--- config.mk ---
export PLATFORM = sky130hd
export DESIGN_NAME = recip_diag_ctrl_flat
export DESIGN_NICKNAME = d
export VERILOG_FILES = /design/src/rtl/recip_diag_ctrl_if.sv /design/src/rtl/recip_diag_ctrl.sv /design/src/flat_wrapper.sv
export SDC_FILE = /design/constraint.sdc
export NUM_CORES = 1
export LEC_CHECK = 0
export ABC_AREA = 0
export BUFFER_PORTS_ARGS = -buffer_cell sky130_fd_sc_hd__buf_2
export CORE_MARGIN = 4
export CORE_UTILIZATION = 30
export CTS_CLUSTER_DIAMETER = 40
export DETAILED_ROUTE_END_ITERATION = 16
export REMOVE_ABC_BUFFERS = 1
export SLEW_MARGIN = 30
export SYNTH_ARGS = -nofsm -noshare
export SYNTH_HDL_FRONTEND = slang
export SYNTH_SLANG_ARGS = --single-unit
--- constraint.sdc ---
create_clock -name i_clk -period 6.2 [get_ports i_clk]
set_input_delay 1.24 -clock i_clk [delete_from_list [all_inputs] [get_ports i_clk]]
set_output_delay 1.24 -clock i_clk [all_outputs]
set_load 0.05 [all_outputs]
--- src/rtl/recip_diag_ctrl_if.sv ---
// Coefficient, reciprocal-unit and table-read channels of recip_diag_ctrl.
// Latency: n/a (wiring only). Backpressure: coefficient channel is valid/ready; others are fire-and-forget.
// Signal names are from the controller's point of view (i_ = into the controller).
interface recip_diag_ctrl_if #(
    parameter int IDX_W = 4
);
    logic             i_coef_valid;
    logic [7:0]       i_coef;
    logic             o_coef_ready;

    logic             o_recip_rst;
    logic             o_recip_valid;
    logic [7:0]       o_recip_divisor;
    logic             i_recip_valid;
    logic [31:0]      i_recip_quotient;

    logic             i_rd_en;
    logic [IDX_W-1:0] i_rd_idx;
    logic [31:0]      o_rd_data;
    logic             o_rd_valid;

    modport master (
        input  i_coef_valid, i_coef,
        output o_coef_ready,
        output o_recip_rst, o_recip_valid, o_recip_divisor,
        input  i_recip_valid, i_recip_quotient,
        input  i_rd_en, i_rd_idx,
        output o_rd_data, o_rd_valid
    );

    modport slave (
        output i_coef_valid, i_coef,
        input  o_coef_ready,
        input  o_recip_rst, o_recip_valid, o_recip_divisor,
        output i_recip_valid, i_recip_quotient,
        output i_rd_en, i_rd_idx,
        input  o_rd_data, o_rd_valid
    );
endinterface

--- src/rtl/recip_diag_ctrl.sv ---
// Sequences diagonal coefficients through a one-shot reciprocal unit and tables the S1.30 results.
// Latency: reciprocal latency + 3 cycles per entry; table read 1 cycle. Backpressure: o_coef_ready only in LOAD.
// The reciprocal unit is held in reset in every state except REQ; zero divisors and hung responses are flagged.
module recip_diag_ctrl #(
    parameter int N_ROWS  = 16,
    parameter int IDX_W   = 4,
    parameter int TIMEOUT = 63
) (
    input  logic                    i_clk,
    input  logic                    i_rst_n,
    input  logic                    i_start,
    recip_diag_ctrl_if.master       io_bus,
    output logic                    o_busy,
    output logic                    o_done,
    output logic                    o_err
);

    localparam int CNT_W = $clog2(TIMEOUT + 1);
    localparam logic [31:0] SAT_RECIP = 32'h7FFF_FFFF;

    typedef enum logic [2:0] {
        S_IDLE,
        S_LOAD,
        S_REQ,
        S_NEXT,
        S_DONE
    } state_t;

    state_t           r_state;
    logic [IDX_W-1:0] r_idx;
    logic [CNT_W-1:0] r_cnt;
    logic [7:0]       r_div;
    logic             r_err;
    logic [31:0]      r_table [N_ROWS];

    logic             r_coef_ready;
    logic             r_recip_rst;
    logic             r_recip_valid;
    logic             r_busy;
    logic             r_done;
    logic [31:0]      r_rd_data;
    logic             r_rd_valid;

    state_t           w_state_nxt;
    logic [IDX_W-1:0] w_idx_nxt;
    logic [CNT_W-1:0] w_cnt_nxt;
    logic [7:0]       w_div_nxt;
    logic             w_err_nxt;
    logic             w_wr_en;
    logic [31:0]      w_wr_dat;

    always_comb begin
        w_state_nxt = r_state;
        w_idx_nxt   = r_idx;
        w_cnt_nxt   = r_cnt;
        w_div_nxt   = r_div;
        w_err_nxt   = r_err;
        w_wr_en     = 1'b0;
        w_wr_dat    = '0;
        case (r_state)
            S_IDLE: begin
                if (i_start) begin
                    w_err_nxt   = 1'b0;
                    w_idx_nxt   = '0;
                    w_state_nxt = S_LOAD;
                end
            end
            S_LOAD: begin
                if (io_bus.i_coef_valid) begin
                    w_div_nxt = io_bus.i_coef;
                    // A zero divisor never releases the unit; the entry saturates instead.
                    if (io_bus.i_coef == 8'd0) begin
                        w_wr_en     = 1'b1;
                        w_wr_dat    = SAT_RECIP;
                        w_err_nxt   = 1'b1;
                        w_state_nxt = S_NEXT;
                    end else begin
                        w_state_nxt = S_REQ;
                    end
                end
            end
            S_REQ: begin
                // Response is checked first so it wins over a coincident timeout.
                if (io_bus.i_recip_valid) begin
                    w_wr_en     = 1'b1;
                    w_wr_dat    = io_bus.i_recip_quotient;
                    w_state_nxt = S_NEXT;
                end else if (r_cnt == CNT_W'(TIMEOUT - 1)) begin
                    w_wr_en     = 1'b1;
                    w_wr_dat    = '0;
                    w_err_nxt   = 1'b1;
                    w_state_nxt = S_NEXT;
                end
                w_cnt_nxt = r_cnt + CNT_W'(1);
            end
            S_NEXT: begin
                w_cnt_nxt = '0;
                if (r_idx == IDX_W'(N_ROWS - 1)) begin
                    w_state_nxt = S_DONE;
                end else begin
                    w_idx_nxt   = r_idx + IDX_W'(1);
                    w_state_nxt = S_LOAD;
                end
            end
            S_DONE: begin
                w_state_nxt = S_IDLE;
            end
            default: begin
                w_state_nxt = S_IDLE;
            end
        endcase
    end

    always_ff @(posedge i_clk or negedge i_rst_n) begin
        if (!i_rst_n) begin
            r_state <= S_IDLE;
            r_idx   <= '0;
            r_cnt   <= '0;
            r_div   <= '0;
            r_err   <= 1'b0;
        end else begin
            r_state <= w_state_nxt;
            r_idx   <= w_idx_nxt;
            r_cnt   <= w_cnt_nxt;
            r_div   <= w_div_nxt;
            r_err   <= w_err_nxt;
        end
    end

    // Outputs are decoded from the next state so they line up with the state they describe.
    always_ff @(posedge i_clk or negedge i_rst_n) begin
        if (!i_rst_n) begin
            r_coef_ready  <= 1'b0;
            r_recip_rst   <= 1'b1;
            r_recip_valid <= 1'b0;
            r_busy        <= 1'b0;
            r_done        <= 1'b0;
        end else begin
            r_coef_ready  <= (w_state_nxt == S_LOAD);
            r_recip_rst   <= (w_state_nxt != S_REQ);
            r_recip_valid <= (w_state_nxt == S_REQ);
            r_busy        <= (w_state_nxt == S_LOAD) || (w_state_nxt == S_REQ) ||
                             (w_state_nxt == S_NEXT);
            r_done        <= (w_state_nxt == S_DONE);
        end
    end

    always_ff @(posedge i_clk or negedge i_rst_n) begin
        if (!i_rst_n) begin
            for (int i = 0; i < N_ROWS; i++) begin
                r_table[i] <= '0;
            end
        end else if (w_wr_en) begin
            r_table[r_idx] <= w_wr_dat;
        end
    end

    // Same-cycle read of an entry being written returns the pre-write contents.
    always_ff @(posedge i_clk or negedge i_rst_n) begin
        if (!i_rst_n) begin
            r_rd_data  <= '0;
            r_rd_valid <= 1'b0;
        end else begin
            r_rd_valid <= io_bus.i_rd_en;
            if (io_bus.i_rd_en) begin
                r_rd_data <= (int'(io_bus.i_rd_idx) < N_ROWS) ? r_table[io_bus.i_rd_idx] : '0;
            end
        end
    end

    assign io_bus.o_coef_ready    = r_coef_ready;
    assign io_bus.o_recip_rst     = r_recip_rst;
    assign io_bus.o_recip_valid   = r_recip_valid;
    assign io_bus.o_recip_divisor = r_div;
    assign io_bus.o_rd_data       = r_rd_data;
    assign io_bus.o_rd_valid      = r_rd_valid;
    assign o_busy                 = r_busy;
    assign o_done                 = r_done;
    assign o_err                  = r_err;

endmodule

--- src/flat_wrapper.sv ---
// flat-port wrapper written by rule: the top's interface ports become plain ports
module recip_diag_ctrl_flat 
#(
    parameter int N_ROWS  = 16,
    parameter int IDX_W   = 4,
    parameter int TIMEOUT = 63
)
  (i_clk, i_rst_n, i_start, o_busy, o_done, o_err, io_bus_i_coef_valid, io_bus_i_coef, io_bus_o_coef_ready, io_bus_o_recip_rst, io_bus_o_recip_valid, io_bus_o_recip_divisor, io_bus_i_recip_valid, io_bus_i_recip_quotient, io_bus_i_rd_en, io_bus_i_rd_idx, io_bus_o_rd_data, io_bus_o_rd_valid);
  recip_diag_ctrl_if #(.IDX_W(IDX_W)) io_bus_i ();
  input  logic i_clk;
  input  logic i_rst_n;
  input  logic i_start;
  output logic o_busy;
  output logic o_done;
  output logic o_err;
  input wire logic [$bits(io_bus_i.i_coef_valid)-1:0] io_bus_i_coef_valid;
  input wire logic [$bits(io_bus_i.i_coef)-1:0] io_bus_i_coef;
  output wire logic [$bits(io_bus_i.o_coef_ready)-1:0] io_bus_o_coef_ready;
  output wire logic [$bits(io_bus_i.o_recip_rst)-1:0] io_bus_o_recip_rst;
  output wire logic [$bits(io_bus_i.o_recip_valid)-1:0] io_bus_o_recip_valid;
  output wire logic [$bits(io_bus_i.o_recip_divisor)-1:0] io_bus_o_recip_divisor;
  input wire logic [$bits(io_bus_i.i_recip_valid)-1:0] io_bus_i_recip_valid;
  input wire logic [$bits(io_bus_i.i_recip_quotient)-1:0] io_bus_i_recip_quotient;
  input wire logic [$bits(io_bus_i.i_rd_en)-1:0] io_bus_i_rd_en;
  input wire logic [$bits(io_bus_i.i_rd_idx)-1:0] io_bus_i_rd_idx;
  output wire logic [$bits(io_bus_i.o_rd_data)-1:0] io_bus_o_rd_data;
  output wire logic [$bits(io_bus_i.o_rd_valid)-1:0] io_bus_o_rd_valid;
  assign io_bus_i.i_coef_valid = io_bus_i_coef_valid;
  assign io_bus_i.i_coef = io_bus_i_coef;
  assign io_bus_o_coef_ready = io_bus_i.o_coef_ready;
  assign io_bus_o_recip_rst = io_bus_i.o_recip_rst;
  assign io_bus_o_recip_valid = io_bus_i.o_recip_valid;
  assign io_bus_o_recip_divisor = io_bus_i.o_recip_divisor;
  assign io_bus_i.i_recip_valid = io_bus_i_recip_valid;
  assign io_bus_i.i_recip_quotient = io_bus_i_recip_quotient;
  assign io_bus_i.i_rd_en = io_bus_i_rd_en;
  assign io_bus_i.i_rd_idx = io_bus_i_rd_idx;
  assign io_bus_o_rd_data = io_bus_i.o_rd_data;
  assign io_bus_o_rd_valid = io_bus_i.o_rd_valid;
  recip_diag_ctrl #(.N_ROWS(N_ROWS), .IDX_W(IDX_W), .TIMEOUT(TIMEOUT)) u_core (.i_clk(i_clk), .i_rst_n(i_rst_n), .i_start(i_start), .io_bus(io_bus_i), .o_busy(o_busy), .o_done(o_done), .o_err(o_err));
endmodule
==> metrics, run 1 <==
status completed; Final Skew 0.0208 ns; ys flop type dfrtp_1; fin crit period 3.92 ns; CTS sink count 572; placed cell count 3305; GR Overflow Total 0; CTS Hold Buffers Added 0; portion of netlist area occupied by mux cells 0.130; crit-path cells and4bb_1, and3_2, buf_4, a21oi_4, buf_12, nor2_2, a21oi_1; Post-Synthesis Cells 2283; I/O pin cnt 97; Clock Pin Slew Worst Setup and Hold Paths 0.06 ns; Final Util 0.361; Worst EP required 6.67 ns; met3 wire length 6470 µm; area grow syn2layout 18.8%; router iterations before antenna repair 5; core area 83800 µm²; Critical Path AT 4.39 ns; Comb power frac 0.177; max incr delay on CP 0.88 ns; Max-Cap Viols 0; Mean Syn Cell Area 11.1 µm²; clock buffer depth 3; Tcrit/Tclk final 0.632; sequential area share after synthesis 0.562; total track usage 0.180; Die Y-Extent 299 µm; largest net degree at the start of global routing 220; Yosys reg bits 572; HP Class flip-flop to flip-flop; Final Max Tran Viols 0; Setup Fix Bufs, Post-CTS 0; buffers added on ports 96; sequential power share 0.367; Hold Vio Cnt, Final 0; PostCTS Resize Cnt 0; Initial Utilization 0.304; XOR/XNOR Fraction of Synth Area 0.000344; Crit. End Element flip-flop; via count 19700; CTS tree yes; FMAX 255 MHz; row count 106; H-tree Lvls 3; initial antenna violation count 1; Synth Area in Compound Gates 0.225; Post-Route WL 81400 µm; met2 WL post-DR 38400 µm; Non-Filler Instances 3478; die width 299 µm; CTS Root Cell clkbuf_16; Crit-path slowest cell nor2_2; post-synthesis adder-cell area fraction 0.00295; Setup CP Type flip-flop to flip-flop; Psw 3.78 mW; Ys Warns 0; die outline area 89600 µm²; cell area after synthesis 25500 µm²; EDFF count, synth 0; pwr dens 413 nW/µm²; Final setup viols 0; vias in the first global route 20100; synth unique cells 46; global-route wire length before repair 126000 µm; Post-route DRC 0; Synth Area in Simple Gates 0.0325; Routed Antenna Nets 0; HPWL after DPL 42900 µm; share of layout cells above drive strength 1 0.212; Nets 2320; Max IR drop VDD 268 µV; CTS Buf Count 91; Max FO, Critical Path 219; Routed wire per std cell 23.4 µm; async set or reset register ratio after synthesis 1.00; relative slew slack 0.282; leak pwr 12.8 nW; P_int 8.70 mW; clock network power share 0.456; largest family of logic cells by synthesized area compound AO/OA/AOI/OAI gates; RePlAce Congestion 0.749; Clock Latency Late Sink 0.64 ns; drt initial violations 1875; Max Used Layer met4; Pwr Total 12.5 mW; Met1 Wirelength 34800 µm; Vias/cell 5.67; worst slew pin tran 1.08 ns; sw frac 0.303; RSZ-0062 raised after global routing false; Worst Setup Start Kind flip-flop
[layout make-up]
type                       instances  area (µm²)
inverter                           5        18.8
clock inverter                    64        1010
multi-input combinational       1448       10100
timing repair buffer             146         940
tap                             1134        1420
sequential                       572       14300
antenna                            1        2.50
clock buffer                     108        2440
fill                            8260       53600
[cell usage in the layout (no fill, tap or decap), types with 5 or more instances in the layout]
| cell | count |
|---|---|
| a221oi_1 | 32 |
| nand3_1 | 7 |
| o21ai_1 | 81 |
| and3_1 | 5 |
| bufinv_16 | 21 |
| mux4_2 | 128 |
| buf_2 | 91 |
| ha_1 | 6 |
| mux2_2 | 8 |
| clkbuf_8 | 9 |
| dfrtp_1 | 571 |
| buf_4 | 47 |
| nor2_1 | 53 |
| o22ai_1 | 32 |
| clkbuf_16 | 92 |
| nand2_1 | 53 |
| clkinv_4 | 7 |
| inv_1 | 5 |
| o22a_1 | 5 |
| a21oi_1 | 405 |
| and2_4 | 8 |
| nand2b_1 | 5 |
| clkbuf_1 | 8 |
| inv_6 | 10 |
| clkinvlp_4 | 10 |
| o21ai_0 | 518 |
| clkinv_2 | 11 |
| a21oi_2 | 20 |
| mux2i_1 | 33 |
| nand3_2 | 8 |
| nand4_1 | 5 |
[sequential cells by signal, indices dropped and copies added (netlist names)]
signal	count
u_core.io_bus.o_rd_valid	1
u_core.r_state	3
u_core.r_idx	4
u_core.o_busy	1
u_core.io_bus.o_recip_rst	1
u_core.r_cnt	6
u_core.io_bus.o_recip_divisor	8
u_core.io_bus.o_coef_ready	1
u_core.o_err	1
u_core.o_done	1
u_core.io_bus.o_rd_data	32
u_core.r_table	512
u_core.io_bus.o_recip_valid	1
[cells by family (layout without fill, tap and decap cells)]
kind of cell    after synthesis  count (layout)
buf+inv                     263             323
compound gates             1103            1103
flops                       572             572
xor+xnor                      1               1
other cells                   0               1
fa+ha+maj                     6               6
mux                         169             169
simple gates                169             169
[through the flow]
stage          hold slack [ns]  cell area (µm²)  setup WS, ns  TNS [ns]
3_5_place_dp             0.471            26800          1.64         0
2_1_floorplan            0.445            24300         -1.12   -231.15
4_1_cts                  0.482            30200          2.31         0
3_3_place_gp             0.458            26700          1.79         0
5_1_grt                  0.508            30200          2.02         0
6_report                 0.478            30200          2.28         0
[worst paths after layout]
check                      cells after the start          startpoint  slack (ns)             endpoint
max                                            7   u_core.r_state[0]        2.28  u_core.r_table[112]
min                                            2  u_core.r_table[27]        0.48   u_core.r_table[27]
max reg2reg                                    7   u_core.r_state[0]        2.28  u_core.r_table[112]
min reg2reg                                    2  u_core.r_table[27]        0.48   u_core.r_table[27]
max in group asynchronous                      2             i_rst_n        4.33   u_core.r_table[89]
min in group asynchronous                      1             i_rst_n        0.61  u_core.r_table[467]
[routing by layer]
layer / track usage / vias up
met5: 0 / -
met4: 0.0502 / 0
met3: 0.0373 / 122
met2: 0.287 / 810
met1: 0.248 / 10400
li1: - / 8418
[power by group through the flow]
stage	clock network [mW]	registers, mW	logic, mW
2_1_floorplan	0	4.78	1.15
3_3_place_gp	0	4.61	2.15
3_5_place_dp	0	4.62	2.20
4_1_cts	5.76	4.57	2.20
5_1_grt	5.94	4.63	2.41
6_report	5.70	4.58	2.21
[critical path: cells and delay by family (launching register included)]
kind	cells	cell delay, ns
buf+inv	2	0.89
simple gates	3	1.75
flops	1	0.68
compound gates	2	0.23
[synthesized netlist by cell type (all sizes together), types with 2 or more instances]
cell type / count / area, µm²
nor3: 2 / 10.0
o22a: 5 / 43.8
and2: 12 / 80.1
a21oi: 426 / 2140
mux4: 128 / 2880
mux2: 8 / 90.1
a221oi: 32 / 280
nand4: 5 / 31.3
dfrtp: 571 / 14300
and3: 6 / 37.5
nor4: 2 / 12.5
nor2: 55 / 211
nand2: 54 / 205
a31oi: 3 / 18.8
nor2b: 4 / 25.0
mux2i: 33 / 330
nand2b: 7 / 43.8
o21bai: 2 / 15.0
ha: 6 / 75.1
o22ai: 32 / 200
buf: 108 / 608
inv: 5 / 18.8
o21ai: 599 / 3000
nand3: 15 / 105
or3b: 2 / 17.5
clkbuf: 150 / 563
No activity file was read; power rests on OpenSTA's default activity.
==> run 2, diff against run 1 <==
--- a/config.mk
+++ b/config.mk
@@ -5,7 +5,7 @@
 export SDC_FILE = /design/constraint.sdc
 export NUM_CORES = 1
 export LEC_CHECK = 0
-export ABC_AREA = 0
+export ABC_AREA = 1
 export BUFFER_PORTS_ARGS = -buffer_cell sky130_fd_sc_hd__buf_2
 export CORE_MARGIN = 4
 export CORE_UTILIZATION = 30
==> constraint.sdc (replaced) <==
create_clock -name i_clk -period 3.5 [get_ports i_clk]
set_input_delay 0.7 -clock i_clk [delete_from_list [all_inputs] [get_ports i_clk]]
set_output_delay 0.7 -clock i_clk [all_outputs]
set_load 0.05 [all_outputs]
==> metrics, run 2 <==
status completed; cell area after synthesis 27900 µm²; Pwr Total 19.4 mW; sequential area share after synthesis 0.514; CTS Hold Buffers Added 0; portion of netlist area occupied by mux cells 0; clock network power share 0.453; Largest Register u_core.r_table; most frequent cells in the layout nand2_1, nand3_1, dfrtp_1; Max IR drop VDD 446 µV; Mean Syn Cell Area 7.34 µm²; Die Y-Extent 313 µm; top post-synthesis cells by area dfrtp_1, nand2_1, nand3_1, clkbuf_1, buf_2; Max FO, Critical Path 26; most common cell in the netlist nand2_1; Non-Filler Instances 5059; RePlAce Congestion 0.803; RSZ-0062 raised after global routing false; largest family of logic cells by synthesized area simple AND/OR/NAND/NOR gates; CTS tree yes; Crit. End Element flip-flop; async set or reset register ratio after synthesis 1.00; cell area after layout 32600 µm²; CTS Buf Count 83; hold_ws 0.0466 ns; Post-Synthesis Cells 3796; Worst Setup SP u_core.r_state[2]; Vias/cell 5.15; sequential power share 0.375; Post-route DRC 0; I/O pin cnt 97; die width 313 µm; commonest non-fill, non-tap cell in the layout nand2_1; Post-Route WL 99400 µm; pre-CTS WS 0.612 ns; Setup Fix Bufs, Post-CTS 0; PostCTS Resize Cnt 0; via count 26100; Ys Warns 0; Initial Utilization 0.303; pwr dens 596 nW/µm²; Final Skew 0.0226 ns; XOR/XNOR Fraction of Synth Area 0.000628; vias in the first global route 25200; EDFF count, synth 0; leading area contributor after synthesis dfrtp_1; r2r startpoint u_core.r_state[2]; die outline area 97900 µm²; Worst EP required 4.00 ns; Hold Vio Cnt, Final 0; Tcrit/Tclk final 0.869; Critical Path AT 3.54 ns; worst slew pin tran 0.852 ns; Final setup viols 0; Routed wire per std cell 19.6 µm; buffers added on ports 96; router iterations before antenna repair 6; relative slew slack 0.432; Psw 6.25 mW; H-tree Lvls 3; CTS Root Cell clkbuf_16; row count 111; Synth Area in Simple Gates 0.428; max reg flops 512; Clock Pin Slew Worst Setup and Hold Paths 0.05 ns; placed cell count 4904; fill count 9681; Synth top area share 0.513; sw frac 0.321; clock buffer depth 3; initial antenna violation count 0; Nets 3802; HP Class primary input to async pin; Routed Antenna Nets 0; largest net degree at the start of global routing 164; CTS sink count 572; Final Max Tran Viols 0; fin crit period 3.04 ns; setup ws final 0.459 ns; total track usage 0.200; Setup CP Type flip-flop to flip-flop; post-synthesis adder-cell area fraction 0.00269; Placement Cell Area 29700 µm²; P_int 13.2 mW; leak pwr 17.2 nW; Clock Latency Late Sink 0.63 ns; global-route wire length before repair 155000 µm; Yosys reg bits 572; GR Overflow Total 0; ys flop type dfrtp_1; drt initial violations 3067; HPWL after DPL 54000 µm; Worst Setup Start Kind flip-flop; FMAX 329 MHz; Synth top cells by count nand2_1, nand3_1, dfrtp_1; Comb power frac 0.172; synth unique cells 21; Max-Cap Viols 0; core area 91900 µm²; area grow syn2layout 16.9%; share of layout cells above drive strength 1 0.0931; Synth Area in Compound Gates 0.00283
run 2: cell count changes in the layout (fill, tap and decap cells not counted), sizes merged, moves of 31 or more:
| cell | delta |
|---|---|
| mux2i | -33 |
| mux4 | -128 |
| o22ai | -32 |
| o21ai | -589 |
| a221oi | -31 |
| nand3 | +925 |
| a21oi | -422 |
| nand2 | +1826 |
run 2: final cells by class:
class                   count  area, µm²  share of cell area
inverters                  32        130             0.00399
clock inverters            49        627              0.0192
flip-flops and latches    572      14300               0.439
well taps                1243       1560              0.0477
multi-input cells        2883      12300               0.377
diodes                      1       2.50           0.0000768
repair buffers            174       1390              0.0426
clock buffers             105       2290              0.0704
run 2: logic make-up (layout without fill, tap and decap cells):
family / after synthesis / in the layout
DFF: 572 / 572
buffers and inverters: 341 / 360
AOI/OAI and AO/OA: 15 / 15
xor gates and xnor gates: 2 / 2
other: 0 / 1
and+or+nand+nor: 2860 / 2860
adders and majority gates: 6 / 6
run 2: worst max-delay path, stage by stage, from the launching register on:
cell     delay [ns]
dfrtp_1        0.39
inv_1          0.07
nand2_1        0.15
nor2_4         0.11
buf_4          0.34
nand2_1        0.33
nand3_4        0.46
nand2_2        0.56
buf_4          0.38
nand2_1        0.06
nand2_1        0.05
run 2: power by group through the flow:
stage                     combinational (mW)  clock, mW  sequential (mW)
after detailed placement                3.31          0             7.38
after CTS                               3.31       8.89             7.28
after global routing                    3.61       9.18             7.33
final                                   3.34       8.81             7.28
after floorplan                         1.42          0             7.73
after global placement                  3.29          0             7.38
run 2: per-stage QoR:
step | utilization | setup TNS, ns
6_report | 0.355 | 0
5_1_grt | 0.354 | 0
4_1_cts | 0.354 | 0
3_5_place_dp | 0.323 | 0
3_3_place_gp | 0.323 | 0
2_1_floorplan | - | -3472.23
run 2: path summary, 6_finish.rpt:
kind / end / slack, ns / cells past startpoint
max: u_core.r_table[360] / 0.46 / 10
min: u_core.r_table[366] / 0.05 / 1
max reg2reg: u_core.r_table[360] / 0.46 / 10
min reg2reg: u_core.r_table[345] / 0.47 / 2
max in group asynchronous: u_core.r_table[233] / 2.50 / 2
min in group i_clk: u_core.io_bus.o_recip_divisor[1] / 0.29 / 3
run 2: per-layer routing:
layer  GRT usage  routed length [µm]
met1       0.284               43600
met2       0.303               43300
met3      0.0493                9750
met4      0.0590                2750
met5     0.00247                   0
==> run 3, diff against run 2 <==
==> constraint.sdc (replaced) <==
create_clock -name i_clk -period 3.9 [get_ports i_clk]
set_input_delay 0.78 -clock i_clk [delete_from_list [all_inputs] [get_ports i_clk]]
set_output_delay 0.78 -clock i_clk [all_outputs]
set_load 0.05 [all_outputs]
==> metrics, run 3 (synthesis gave the netlist of run 2 again) <==
status completed; RePlAce Congestion 0.788; fin crit period 2.53 ns; drt initial violations 3163; pwr dens 532 nW/µm²; leak pwr 17.2 nW; Non-Filler Instances 5044; CTS sink count 572; Worst Setup Start Kind flip-flop; crit-path cells inv_1, ha_1, inv_1, nor2_4, nand2_2, buf_4, nand2_1, nand2_1; sw frac 0.323; stages on the worst setup path 8; largest net degree at the start of global routing 154; Initial Utilization 0.303; Tcrit/Tclk final 0.650; area grow syn2layout 16.7%; Clock Pin Slew Worst Setup and Hold Paths 0.05 ns; RSZ-0062 raised after global routing false; crit path to u_core.r_table[58]; Comb power frac 0.172; HP Class primary input to async pin; core area 91900 µm²; share of layout cells above drive strength 1 0.0918; commonest non-fill, non-tap cell in the layout nand2_1; Routed Antenna Nets 0; Max-Cap Viols 0; placed cell count 4897; CTS Root Cell clkbuf_16; ant diodes 0; Pwr Total 17.3 mW; Multi-input gate area 12300 µm²; Reg2Reg Setup Slack 1.37 ns; Final Skew 0.0271 ns; Max FO, Critical Path 18; Setup Fix Bufs, Post-CTS 0; Crit-path slowest cell nor2_4; Routed wire per std cell 19.6 µm; row count 111; H-tree Lvls 3; CTS tree yes; Largest Register u_core.r_table; r2r startpoint u_core.r_idx[0]; Critical Path AT 3.03 ns; Final Max Tran Viols 0; total track usage 0.199; Setup CP Type flip-flop to flip-flop; GR Overflow Total 0; Worst Setup SP u_core.r_idx[0]; worst slew pin tran 0.860 ns; router iterations before antenna repair 5; Max IR drop VDD 392 µV; Hold Vio Cnt, Final 0; FMAX 395 MHz; sequential power share 0.378; initial antenna violation count 3; Psw 5.58 mW; I/O pin cnt 97; CP Buf/Inv Count 3; most frequent cells in the layout nand2_1, nand3_1, dfrtp_1; fill count 9704; die width 313 µm; Final setup viols 0; CTS Hold Buffers Added 0; Vias/cell 5.18; cell count of the worst reg-to-reg path 8; Clock Latency Late Sink 0.63 ns; clock network power share 0.450; Worst R2R End u_core.r_table[58]; Die Y-Extent 313 µm; Worst path top cell family by delay simple AND/OR/NAND/NOR gates; CTS Buf Count 82; clock buffer depth 3; relative slew slack 0.425; max reg flops 512; Nets 3794; HPWL after DPL 54000 µm; PostCTS Resize Cnt 0; buffers added on ports 96; Crit. End Element flip-flop; via count 26100; die outline area 97900 µm²; register area 14300 µm²; max incr delay on CP 0.72 ns; Worst EP required 4.39 ns; Post-route DRC 0; Post-Route WL 99000 µm; Setup TNS 0 ns; vias in the first global route 24900; global-route wire length before repair 154000 µm; P_int 11.7 mW
==> run 3: cell count changes in the layout (fill, tap and decap cells not counted), sizes merged, moves of 2 or more <==
cell      change
clkinvlp      -2
inv           +6
clkbuf        -8
clkinv        -2
buf           -7
==> run 3: how the worst min path moves through the flow <==
stage,slack (ns),cells after the start,end
floorplan,0.44,2,u_core.r_table[478]
global placement,0.45,2,u_core.r_table[346]
detailed placement,0.46,2,u_core.r_table[339]
CTS,0.08,1,u_core.r_table[31]
global route,0.11,1,u_core.r_table[462]
finish,0.1,1,u_core.r_table[451]
==> run 3: layer usage <==
layer  GRT usage  up-vias  wire, µm
li1            -    12100         -
met3      0.0420      137      9350
met1       0.289    12700     44400
met5           0        -        13
met4      0.0504        2      1860
met2       0.302     1220     43400
==> run 3: through the flow <==
stage          instance area (µm²)  utilization  setup WS (ns)  hold slack, ns
6_report                     32500        0.354           1.37          0.0977
5_1_grt                      32500        0.354           1.19           0.112
4_1_cts                      32500        0.354           1.42          0.0778
3_5_place_dp                 29700        0.323           1.00           0.458
3_3_place_gp                 29700        0.323          0.986           0.453
2_1_floorplan                26500            -          -6.38           0.442
==> run 3: layout make-up <==
class | instances | share of cell area
flip-flops and latches | 572 | 0.440
multi-input cells | 2883 | 0.377
clock buffers | 97 | 0.0689
well taps | 1243 | 0.0478
repair buffers | 167 | 0.0427
clock inverters | 50 | 0.0193
inverters | 32 | 0.00400
==> run 3: power by group through the flow <==
stage               Sequential [mW]  Clock, mW  Combinational, mW
detailed placement             6.63          0               2.94
finish                         6.54       7.78               2.98
floorplan                      6.93          0               1.28
global placement               6.63          0               2.93
global route                   6.58       8.14               3.23
CTS                            6.53       7.88               2.95
